## src/rtl/fir_out_formatter_if.sv

```systemverilog
// Output sample stream of the FIR formatter: show-ahead valid/ready with data and warm-up tag.
interface fir_out_formatter_if #(
  parameter int OUT_W = 16
);
  logic                    m_valid;
  logic                    m_ready;
  logic signed [OUT_W-1:0] m_data;
  logic                    m_warm;

  modport master (output m_valid, output m_data, output m_warm, input m_ready);
  modport slave  (input m_valid, input m_data, input m_warm, output m_ready);
endinterface

```

## src/rtl/fir_out_formatter.sv

```systemverilog
// Captures FIR results one cycle after ena, rounds/shifts to OUT_W, tags warm-up samples and
// buffers them in a show-ahead FIFO. Clamping to the OUT_W range is enabled by `FIR_OUT_SAT_EN.
module fir_out_formatter #(
  parameter int N_TAPS     = 63,
  parameter int IN_W       = 32,
  parameter int OUT_W      = 16,
  parameter int SHIFT      = 8,
  parameter int FIFO_DEPTH = 8
) (
  input  logic                         clk,
  input  logic                         rst_n,
  input  logic                         ena,
  input  logic signed [IN_W-1:0]       y_in,
  fir_out_formatter_if.master          m,
  output logic [$clog2(FIFO_DEPTH):0]  level,
  output logic                         sat_flg,
  output logic                         drop_flg,
  input  logic                         flg_clr
);
  localparam int AW  = $clog2(FIFO_DEPTH);
  localparam int LW  = AW + 1;
  localparam int WCW = $clog2(N_TAPS + 1);
  localparam logic [WCW-1:0]         WARM_END = WCW'(N_TAPS - 1);
  localparam logic signed [IN_W:0]   HALF     = (IN_W+1)'(1) << (SHIFT - 1);

  // One guard bit keeps the rounding add from overflowing.
  function automatic logic signed [IN_W:0] round_shift(input logic signed [IN_W-1:0] y);
    logic signed [IN_W:0] sum;
    sum = $signed({y[IN_W-1], y}) + HALF;
    return sum >>> SHIFT;
  endfunction

`ifdef FIR_OUT_SAT_EN
  localparam logic signed [IN_W:0] MAX_V = (IN_W+1)'((1 << (OUT_W - 1)) - 1);
  localparam logic signed [IN_W:0] MIN_V = ~MAX_V;

  function automatic logic signed [OUT_W-1:0] format_sample(input logic signed [IN_W:0] r);
    if (r > MAX_V) return {1'b0, {(OUT_W-1){1'b1}}};
    if (r < MIN_V) return {1'b1, {(OUT_W-1){1'b0}}};
    return r[OUT_W-1:0];
  endfunction

  function automatic logic is_clamped(input logic signed [IN_W:0] r);
    return (r > MAX_V) || (r < MIN_V);
  endfunction
`else
  function automatic logic signed [OUT_W-1:0] format_sample(input logic signed [IN_W:0] r);
    return r[OUT_W-1:0];
  endfunction
`endif

  logic                    vld_p0;
  logic [WCW-1:0]          wcnt;
  logic [AW-1:0]           wr_ptr;
  logic [AW-1:0]           rd_ptr;
  logic signed [OUT_W-1:0] mem_data [FIFO_DEPTH];
  logic                    mem_warm [FIFO_DEPTH];
  logic signed [OUT_W-1:0] sample_p0;
  logic                    full;
  logic                    pop;
  logic                    push;
  logic                    drop;

  assign sample_p0 = format_sample(round_shift(y_in));
  assign full      = (level == LW'(FIFO_DEPTH));
  assign pop       = m.m_valid & m.m_ready;
  assign push      = vld_p0 & (~full | pop);
  assign drop      = vld_p0 & full & ~pop;

  // Stage p0: y_in belongs to the ena seen last cycle; control state only.
  always_ff @(posedge clk or negedge rst_n) begin
    if (!rst_n) begin
      vld_p0   <= 1'b0;
      wcnt     <= '0;
      wr_ptr   <= '0;
      rd_ptr   <= '0;
      level    <= '0;
      drop_flg <= 1'b0;
    end else begin
      vld_p0 <= ena;
      if (vld_p0 && wcnt != WARM_END) wcnt <= wcnt + WCW'(1);
      if (push) wr_ptr <= wr_ptr + AW'(1);
      if (pop)  rd_ptr <= rd_ptr + AW'(1);
      case ({push, pop})
        2'b10:   level <= level + LW'(1);
        2'b01:   level <= level - LW'(1);
        default: level <= level;
      endcase
      drop_flg <= (drop_flg & ~flg_clr) | drop;
    end
  end

`ifdef FIR_OUT_SAT_EN
  always_ff @(posedge clk or negedge rst_n) begin
    if (!rst_n) sat_flg <= 1'b0;
    else        sat_flg <= (sat_flg & ~flg_clr) | (vld_p0 & is_clamped(round_shift(y_in)));
  end
`else
  assign sat_flg = 1'b0;
`endif

  // Stage p1: FIFO storage, data only, no reset.
  always_ff @(posedge clk) begin
    if (push) begin
      mem_data[wr_ptr] <= sample_p0;
      mem_warm[wr_ptr] <= (wcnt < WARM_END);
    end
  end

  assign m.m_valid = (level != '0);
  assign m.m_data  = m.m_valid ? mem_data[rd_ptr] : '0;
  assign m.m_warm  = m.m_valid ? mem_warm[rd_ptr] : 1'b0;
endmodule

```

## src/flat_wrapper.sv

```systemverilog
// flat-port wrapper written by rule: the top's interface ports become plain ports
module fir_out_formatter_flat 
#(
  parameter int N_TAPS     = 63,
  parameter int IN_W       = 32,
  parameter int OUT_W      = 16,
  parameter int SHIFT      = 8,
  parameter int FIFO_DEPTH = 8
)
  (clk, rst_n, ena, y_in, level, sat_flg, drop_flg, flg_clr, m_m_valid, m_m_data, m_m_warm, m_m_ready);
  fir_out_formatter_if #(.OUT_W(OUT_W)) m_i ();
  input  logic clk;
  input  logic rst_n;
  input  logic ena;
  input  logic signed [IN_W-1:0] y_in;
  output logic [$clog2(FIFO_DEPTH):0] level;
  output logic sat_flg;
  output logic drop_flg;
  input  logic flg_clr;
  output wire logic [$bits(m_i.m_valid)-1:0] m_m_valid;
  output wire logic [$bits(m_i.m_data)-1:0] m_m_data;
  output wire logic [$bits(m_i.m_warm)-1:0] m_m_warm;
  input wire logic [$bits(m_i.m_ready)-1:0] m_m_ready;
  assign m_m_valid = m_i.m_valid;
  assign m_m_data = m_i.m_data;
  assign m_m_warm = m_i.m_warm;
  assign m_i.m_ready = m_m_ready;
  fir_out_formatter #(.N_TAPS(N_TAPS), .IN_W(IN_W), .OUT_W(OUT_W), .SHIFT(SHIFT), .FIFO_DEPTH(FIFO_DEPTH)) u_core (.clk(clk), .rst_n(rst_n), .ena(ena), .y_in(y_in), .m(m_i), .level(level), .sat_flg(sat_flg), .drop_flg(drop_flg), .flg_clr(flg_clr));
endmodule
```

## config.mk

```make
export PLATFORM = sky130hd
export DESIGN_NAME = fir_out_formatter_flat
export DESIGN_NICKNAME = d
export VERILOG_FILES = /design/src/rtl/fir_out_formatter_if.sv /design/src/rtl/fir_out_formatter.sv /design/src/flat_wrapper.sv
export SDC_FILE = /design/constraint.sdc
export NUM_CORES = 1
export LEC_CHECK = 0
export BUFFER_PORTS_ARGS = -buffer_cell sky130_fd_sc_hd__clkbuf_2
export CELL_PAD_IN_SITES_DETAIL_PLACEMENT = 0
export CELL_PAD_IN_SITES_GLOBAL_PLACEMENT = 2
export CORE_ASPECT_RATIO = 0.9
export CORE_MARGIN = 2
export CORE_UTILIZATION = 40
export CTS_CLUSTER_DIAMETER = 100
export CTS_CLUSTER_SIZE = 40
export DETAILED_ROUTE_END_ITERATION = 16
export MAX_ROUTING_LAYER = met4
export PLACE_DENSITY_LB_ADDON = 0.05
export SKIP_LAST_GASP = 1
export SLEW_MARGIN = 20
export SYNTH_ARGS = -nofsm -noshare
export SYNTH_HDL_FRONTEND = slang
export SYNTH_SLANG_ARGS = --single-unit
```

## constraint.sdc

```tcl
create_clock -name clk -period 3.15 [get_ports clk]
set_clock_uncertainty 0.1 [all_clocks]
set_input_delay 0.4725 -clock clk [delete_from_list [all_inputs] [get_ports clk]]
set_output_delay 0.4725 -clock clk [all_outputs]
set_load 0.1 [all_outputs]
```

==> results_dict.tcl <==
set metrics [dict create \
    status "finished clean" \
    synthFlopType "edfxtp_1" \
    areaGrowthSynthToFinish_pct 21.6 \
    cts.sinks 154 \
    worstSetupStartpointType "register" \
    most-common-layout-cells "edfxtp_1, mux4_2, clkbuf_2" \
    holdPathStages 1 \
    r2r_start "u_core.level[0]$_DFFE_PN0P_" \
    clockBufferDepth 2 \
    holdCritPathClass "in -> reg" \
    drt_iter0_markers 218 \
    arrival_ns 2.32 \
    clock.fmax_ghz 0.345 \
    netlist_instances 345 \
    critPathMaxFanout 17 \
    cp_top_family "simple AND/OR/NAND/NOR gates" \
    fill_cells 1298 \
    grt_pass1_vias 3391 \
    yosys_register_bits 154 \
    rsz0062_at_grt "no" \
    wl_per_cell_um 21.6 \
    synth_area_per_cell_um2 18.6 \
    r2r_end "u_core.level[3]$_DFFE_PN0P_" \
    htreeDepth 4 \
    crit_type "reg -> out" \
    clock_latency_ns 0.42 \
    synth_edf_count 136 \
    fin_setup_tns_ns 0 \
    yosysWarningCount 0 \
    num_vias 3294 \
    drc 0 \
    path_clk_slew_ns 0.06 \
    seq_area_frac_synth 0.705 \
    worst_slew_pin_slew_ns 0.671 \
    cp-end-kind "primary output" \
    row_count 43 \
    dieWidth_um 138 \
    drv_slew 0 \
    r2r_slack_ns 0.44 \
    ctsResizeCount 0 \
    dp_cells 587 \
    cts_tree "built" \
    synth-async-reset-ratio 0.117 \
    groute.usage.overall 0.175 \
    start_util 0.414 \
    cp.depth 5 \
    drive_gt1_frac 0.344 \
    period_minus_slack_ns 2.90 \
    core_area_mm2 0.0155 \
    netlist_area_mm2 0.00643 \
    diodes 0 \
    r2r_cells 7 \
    fin_cells 620 \
    maxSlewHeadroom 0.549 \
    die_h_um 124 \
    cpMaxStageDelayCell "or4_4" \
    dpl.hpwl_um 7820 \
    cp-endpoint "m_m_data[3]" \
    first_pass_iters 5 \
    portBuffers 44 \
    synth_fp_nets 390 \
    startpoint "u_core.level[0]$_DFFE_PN0P_" \
    grt_overflow_total 0 \
    gp_congestion 0.712 \
    final_common_cell "edfxtp_1" \
    synthDistinctLibCells 44 \
    pin_count 61 \
    grt_max_degree 25 \
    maxCapViolCount 0 \
    numCtsBuffers 17 \
    final_nets 450 \
    dpl_cell_area_mm2 0.00722 \
    setup_viol_count_final 0 \
    totalWireLength_um 13400 \
    cts_root_buffer "clkbuf_16" \
    crit_buf_inv 2 \
    antenna_found_initial 0 \
    final_area_mm2 0.00782 \
    grt_pass1_wl_um 20500 \
    via_per_inst 5.31 \
    path_cells "or4_4 > nor2b_1 > buf_4 > a22o_1 > buf_12" \
    cp.required_ns 2.58 \
    drtAntennaViolNets 0 \
    finalHoldViolations 0 \
    utilization 0.503 \
    post-route-period-util 0.919 \
    die_area_mm2 0.0171 \
    crit_path_max_incr_delay_ns 0.59 \
]
[kinds of logic (layout without fill, tap and decap cells)]
family | count (synthesis) | count (layout) | share of synthesized area
DFF | 154 | 154 | 0.705
muxes | 42 | 42 | 0.133
AOI/OAI and AO/OA | 30 | 30 | 0.0383
buffers and inverters | 29 | 102 | 0.0247
xor gates and xnor gates | 23 | 23 | 0.0313
adders and majority gates | 8 | 8 | 0.0156
and+or+nand+nor | 58 | 58 | 0.0518
other | 1 | 1 | 0.000583
[Yosys cell counts, types with 2 or more instances]
master,instances,share of area
mux4_2,34,0.12
buf_2,4,0.0031
nor2b_1,2,0.0019
nor3b_1,2,0.0023
a21oi_1,2,0.0016
xor2_1,11,0.015
ha_1,8,0.016
nor4_1,6,0.0058
nor3_1,6,0.0047
nor2_1,4,0.0023
nor4b_1,2,0.0027
nand4_1,5,0.0049
mux2_2,6,0.011
edfxtp_1,136,0.64
and3_1,2,0.0019
a22o_1,17,0.023
buf_6,5,0.0088
clkbuf_1,7,0.0041
xnor2_1,12,0.016
inv_1,10,0.0058
buf_4,2,0.0023
or3_1,2,0.0019
nand2_1,10,0.0058
o21a_1,2,0.0023
mux2i_1,2,0.0031
nand2b_1,2,0.0019
nand3_1,9,0.0070
dfrtp_1,18,0.070
o211ai_1,2,0.0023
[per-stage QoR]
step	hold WS (ns)	setup slack (ns)
6_report	0.0635	0.254
5_1_grt	0.0416	0.144
4_1_cts	0.0458	0.227
3_5_place_dp	0.366	0.445
3_3_place_gp	0.370	0.457
2_1_floorplan	0.0769	0.00702
[layout make-up]
cell class	instances	area, um2	area share
Sequential cell	154	4540	0.581
Multi-Input combinational cell	162	1800	0.231
Timing Repair Buffer	60	598	0.0765
Clock buffer	20	437	0.0559
Tap cell	202	253	0.0323
Clock inverter	12	149	0.0190
Inverter	10	37.5	0.00480
[repair_timing]
action | 4_1_cts | 5_1_grt
hold buffers | 1 | 0
setup buffers | 0 | 0
hold endpoints to repair | 18 | 0
setup endpoints to repair | 0 | 0
[worst min-delay path by stage]
stage	end	start
after detailed placement	u_core.wcnt[1]$_DFFE_PN0P_	rst_n
after CTS	u_core.vld_p0$_DFF_PN0_	ena
after global placement	u_core.wcnt[1]$_DFFE_PN0P_	rst_n
final	u_core.vld_p0$_DFF_PN0_	ena
after global routing	u_core.vld_p0$_DFF_PN0_	ena
after floorplan	u_core.drop_flg$_DFF_PN0_	rst_n
[sequential cells by signal, summed over array words and instances (netlist names)]
name	flops
u_core.level	4
u_core.wr_ptr	3
u_core.mem_data	128
u_core.wcnt	6
u_core.vld_p0	1
u_core.rd_ptr	3
u_core.drop_flg	1
u_core.mem_warm	8
[metal layers]
metal	up-vias	share of wire	global-route usage
met5	-	0	-
li1	1510	-	-
met1	1719	0.49	0.244
met2	61	0.48	0.260
met3	4	0.031	0.0415
met4	0	0.0040	0.0473
Power is not shown: default switching activity piles up to over one toggle a cycle in this logic, so the estimate is an artifact.
